File: src/rtl/dsp_seq_pkg.sv
// Shared types and constants for the DSP MAC sequencer.
package dsp_seq_pkg;

   localparam int unsigned OPMODE_W = 8;

   typedef enum logic [2:0] {
      ST_IDLE,
      ST_CLEAR,
      ST_ACCUM,
      ST_DRAIN,
      ST_DONE
   } state_t;

   // X = M, Z = P, post-adder add
   localparam logic [OPMODE_W-1:0] OPMODE_MAC  = 8'h09;
   // Same routing with the post-adder subtracting
   localparam logic [OPMODE_W-1:0] OPMODE_MSUB = 8'h89;

endpackage

File: src/rtl/register.sv
// Generic enabled register with selectable async or sync active-high reset.
module register #(
   parameter int unsigned WIDTH   = 1,
   parameter string       RSTTYPE = "ASYNC"
) (
   input  logic             clk,
   input  logic             rst,
   input  logic             ce,
   input  logic [WIDTH-1:0] d,
   output logic [WIDTH-1:0] q
);

   generate
      if (RSTTYPE == "ASYNC") begin : g_async
         // Asynchronous reset flop
         always_ff @(posedge clk or posedge rst) begin
            if (rst)     q <= '0;
            else if (ce) q <= d;
         end
      end else begin : g_sync
         // Synchronous reset flop
         always_ff @(posedge clk) begin
            if (rst)     q <= '0;
            else if (ce) q <= d;
         end
      end
   endgenerate

endmodule

File: src/rtl/dsp_mac_sequencer.sv
// Sequences a DSP48A1-style MAC slice through an N-sample dot product.
module dsp_mac_sequencer
   import dsp_seq_pkg::*;
#(
   parameter int unsigned LEN_WIDTH = 8
) (
   input  logic                 clk,
   input  logic                 rst,
   input  logic                 start,
   input  logic [LEN_WIDTH-1:0] len,
   input  logic                 sub,
   input  logic                 in_valid,
   output logic                 in_ready,
   output logic                 busy,
   output logic                 cea,
   output logic                 ceb,
   output logic                 cem,
   output logic                 cep,
   output logic                 rstp,
   output logic [OPMODE_W-1:0]  opmode,
   output logic                 done
);

   state_t               state, state_next;
   logic [LEN_WIDTH-1:0] len_q;
   logic [LEN_WIDTH-1:0] cnt;
   logic [LEN_WIDTH-1:0] cnt_inc;
   logic                 sub_q;
   logic                 accept;
   logic                 d1, d2;

   assign cnt_inc = LEN_WIDTH'(cnt + 1'b1);

   // State, run parameters and accept counter
   always_ff @(posedge clk or posedge rst) begin
      if (rst) begin
         state <= ST_IDLE;
         len_q <= '0;
         sub_q <= 1'b0;
         cnt   <= '0;
      end else begin
         state <= state_next;
         if (state == ST_IDLE && start && len != '0) begin
            len_q <= len;
            sub_q <= sub;
            cnt   <= '0;
         end else if (accept) begin
            cnt <= cnt_inc;
         end
      end
   end

   // Next-state and control decode
   always_comb begin
      state_next = state;
      in_ready   = 1'b0;
      busy       = 1'b1;
      rstp       = 1'b0;
      done       = 1'b0;
      accept     = 1'b0;
      case (state)
         ST_IDLE: begin
            busy = 1'b0;
            if (start && len != '0) state_next = ST_CLEAR;
         end
         ST_CLEAR: begin
            rstp       = 1'b1;
            state_next = ST_ACCUM;
         end
         ST_ACCUM: begin
            in_ready = 1'b1;
            accept   = in_valid;
            if (accept && cnt_inc == len_q) state_next = ST_DRAIN;
         end
         ST_DRAIN: begin
            // Last product is being enabled into P this cycle
            if (d2 && !d1) state_next = ST_DONE;
         end
         ST_DONE: begin
            done       = 1'b1;
            state_next = ST_IDLE;
         end
         default: state_next = ST_IDLE;
      endcase
   end

   // Operand registers load in the same cycle as the handshake
   assign cea    = accept;
   assign ceb    = accept;
   assign cem    = d1;
   assign cep    = d2;
   assign opmode = sub_q ? OPMODE_MSUB : OPMODE_MAC;

   // Accept delay line: M enable one cycle later, P enable two cycles later
   register #(.WIDTH(1), .RSTTYPE("ASYNC")) u_d1 (
      .clk (clk),
      .rst (rst),
      .ce  (1'b1),
      .d   (accept),
      .q   (d1)
   );

   register #(.WIDTH(1), .RSTTYPE("ASYNC")) u_d2 (
      .clk (clk),
      .rst (rst),
      .ce  (1'b1),
      .d   (d1),
      .q   (d2)
   );

endmodule

File: config.mk
export PLATFORM = sky130hd
export DESIGN_NAME = dsp_mac_sequencer
export DESIGN_NICKNAME = d
export VERILOG_FILES = /design/src/rtl/dsp_seq_pkg.sv /design/src/rtl/register.sv /design/src/rtl/dsp_mac_sequencer.sv
export SDC_FILE = /design/constraint.sdc
export NUM_CORES = 1
export LEC_CHECK = 0
export CAP_MARGIN = 40
export CORE_MARGIN = 2
export CORE_UTILIZATION = 54
export CTS_CLUSTER_SIZE = 40
export DETAILED_ROUTE_END_ITERATION = 6
export GPL_TIMING_DRIVEN = 0
export PLACE_DENSITY = 0.94
export SKIP_CTS_REPAIR_TIMING = 1
export SYNTH_ARGS = -nofsm -noshare
export SYNTH_HDL_FRONTEND = slang
export SYNTH_HIERARCHICAL = 1
export SYNTH_SLANG_ARGS = --single-unit
File: constraint.sdc
create_clock -name clk -period 4.4 [get_ports clk]
set_input_delay 0.44 -clock clk [delete_from_list [all_inputs] [get_ports clk]]
set_output_delay 0.44 -clock clk [all_outputs]
set_load 0.02 [all_outputs]
==> impl_metrics.py <==
metrics = {
    "logic_synthesis": {
        "synth_cell_type_count": 38,
        "ys_warn_count": 6,
        "avgSynthCellArea_um2": 9.05,
        "synth_cells": 147,
        "ys_ff_latch": 22,
        "synth_seq_area_share_pct": 41.4,
        "synthesis.area_mm2": 0.00133,
    },
    "critical_path": {
        "path_class": "reg -> out",
        "reg2reg_from": "cnt[1]$_DFFE_PP0P_",
        "required_ns": 3.96,
        "reg2regPathDepth": 6,
        "critPathLaunchType": "flop",
        "r2r_slack_ns": 2.73,
        "cp_max_fo": 11,
        "cp.arrival_ns": 2.01,
        "regToRegEndpoint": "state[0]$_DFFE_PP0P_",
        "cp-end-kind": "output port",
    },
    "timing": {
        "clock_skew_ns": 0.0129,
        "fin_crit_ns": 2.45,
        "max_freq_mhz": 408,
        "final-setup-viol-count": 0,
        "drv_slew": 0,
        "hold_viol": 0,
        "finalCritPeriodShare_pct": 55.7,
        "layout_setup_ws_ns": 1.95,
        "relSlewSlack_pct": 48.8,
        "setup-tns-final_ns": 0,
        "rsz0062_at_grt": "false",
        "worstMarginPinSlew_ns": 0.768,
    },
    "die": {
        "core_area_mm2": 0.00228,
        "num_rows": 17,
        "die_height_um": 53.6,
        "io_pins": 29,
        "dieArea_mm2": 0.00288,
        "dieWidth_um": 53.6,
        "start_util_pct": 58.4,
    },
    "clocking": {
        "cts_tree": "yes",
        "clk_path_buf_depth": 2,
        "cts_buffers": 3,
        "root_buffer": "clkbuf_4",
        "clkTransAtPathRegs_ns": 0.13,
        "clk_latency_ns": 0.32,
        "cts.sink_count": 22,
        "htree_levels": 1,
    },
    "flow_run": {
        "drv_cap": 0,
    },
    "placement": {
        "hpwl_mm": 1.99,
        "post-place-ws_ns": 2.05,
        "placement.io_buffers": 21,
        "place_area_mm2": 0.00160,
        "gp_congestion": 0.806,
    },
    "layout": {
        "drive_gt1_share_pct": 13.4,
        "nNetsFinal": 194,
        "final_common_cell": "nand2_1",
        "area_growth_pct": 23.1,
        "final_cell_mix": "nand2_1 (31), dfrtp_1 (22), clkdlybuf4s50_1 (21)",
        "diodes": 0,
        "design_area_mm2": 0.00164,
    },
    "routing": {
        "drt_iter0_drc": 22,
        "drt_first_pass_iters": 4,
        "drc": 0,
        "ant_nets": 0,
        "wl_per_cell_um": 12.6,
        "vias": 1082,
        "wl_mm": 2.60,
        "viasPerCell": 5.23,
    },
    "global_route": {
        "antenna_found_initial": 0,
        "grt_max_degree": 21,
        "groute.usage.overall_pct": 21.8,
        "grt_pass1_vias": 1029,
        "grt_pass1_wl_mm": 4.42,
        "grt.overflow.total": 0,
    },
    "min_path": {
        "hold_path.class": "in -> async",
    },
    "power": {
        "powerDensity_mw_per_mm2": 555,
        "power.leakage_nw": 0.755,
        "max-vdd-ir-drop_mv": 0.367,
    },
    "status": {
        "status": "finished clean",
    },
}
-- Yosys cell counts --
cell | n | area [um2]
a21boi_0 | 1 | 7.51
a21oi_1 | 3 | 15.0
a31oi_1 | 1 | 6.26
a32oi_1 | 1 | 8.76
a41oi_1 | 1 | 8.76
and2_1 | 2 | 12.5
and2_2 | 1 | 7.51
and4_1 | 1 | 8.76
and4bb_1 | 1 | 12.5
buf_4 | 10 | 75.1
buf_6 | 2 | 22.5
clkbuf_2 | 1 | 5.00
clkbuf_8 | 2 | 27.5
conb_1 | 2 | 7.51
dfrtp_1 | 22 | 551
ha_1 | 1 | 12.5
inv_1 | 7 | 26.3
mux2_4 | 2 | 30.0
mux2i_1 | 1 | 10.0
nand2_1 | 31 | 116
nand3_1 | 2 | 10.0
nand3_2 | 1 | 10.0
nand3b_1 | 1 | 7.51
nand4_1 | 3 | 18.8
nor2_1 | 11 | 41.3
nor2b_1 | 3 | 18.8
nor3_1 | 3 | 15.0
nor3b_1 | 3 | 22.5
nor3b_2 | 1 | 12.5
nor4_1 | 3 | 18.8
o2111ai_1 | 1 | 8.76
o21ai_0 | 3 | 15.0
o21bai_1 | 1 | 7.51
o22ai_1 | 1 | 6.26
o311ai_0 | 1 | 8.76
or3_1 | 1 | 6.26
xnor2_1 | 9 | 78.8
xor2_1 | 6 | 52.6
-- worst max path at each step --
| stage | startpoint | endpoint | slack (ns) |
|---|---|---|---|
| 2_1_floorplan | state[2]$_DFFE_PP0P_ | ceb | 2.66 |
| 3_3_place_gp | in_valid | ceb | 2.07 |
| 3_5_place_dp | in_valid | ceb | 2.05 |
| 4_1_cts | state[2]$_DFFE_PP0P_ | ceb | 1.94 |
| 5_1_grt | state[2]$_DFFE_PP0P_ | ceb | 1.84 |
| 6_report | state[2]$_DFFE_PP0P_ | ceb | 1.95 |
-- worst max-delay path: stages, from the launching register on --
cell and delay (ns):
dfrtp_1 0.49, nor3b_2 0.20, and2_2 0.17, buf_6 0.14, buf_4 0.11, clkdlybuf4s50_1 0.58
-- per-stage QoR --
stage	hold WS [ns]	util, %	power, mW	instances
2_1_floorplan	0.169	-	0.659	154
3_3_place_gp	0.467	70.4	0.774	203
3_5_place_dp	0.468	70.4	0.795	203
4_1_cts	0.284	72.0	0.912	207
5_1_grt	0.308	72.0	0.971	207
6_report	0.289	72.0	0.909	207
-- cells by family (layout without fill, tap and decap cells) --
family / after synthesis / count (layout) / synth area share (%)
adders and majority gates: 1 / 1 / 0.941
buffers and inverters: 22 / 47 / 11.8
and+or+nand+nor: 68 / 68 / 25.5
DFF: 22 / 22 / 41.4
other: 2 / 9 / 0.565
xor gates and xnor gates: 15 / 15 / 9.88
AOI/OAI and AO/OA: 14 / 14 / 6.96
muxes: 3 / 3 / 3.01
-- per-layer routing --
metal  vias up  track usage, %  share of wire (%)
li1        536               -                  -
met1       505            26.2                 44
met2        32            37.4                 49
met3         9            3.61                4.0
met4         0            11.1                3.0
met5         -               0                  0
-- area by class of cell --
cell class	instances	area [um2]
fillers	169	638
plain buffers	15	130
clock buffers	4	36.3
inverters	7	26.3
multi-input cells	110	649
repair buffers	21	210
flip-flops and latches	22	551
well taps	28	35.0
-- where the power goes --
part           switching, mW  total, mW  internal (mW)
logic                  0.227      0.453          0.226
clock network         0.0647      0.115         0.0507
registers             0.0676      0.341          0.273
-- flip-flops by register name (all words and copies together), names as in the netlist --
name    count
u_d2/q      1
sub_q       1
u_d1/q      1
len_q       8
cnt         8
state       3
(Power assumes the default switching activity.)
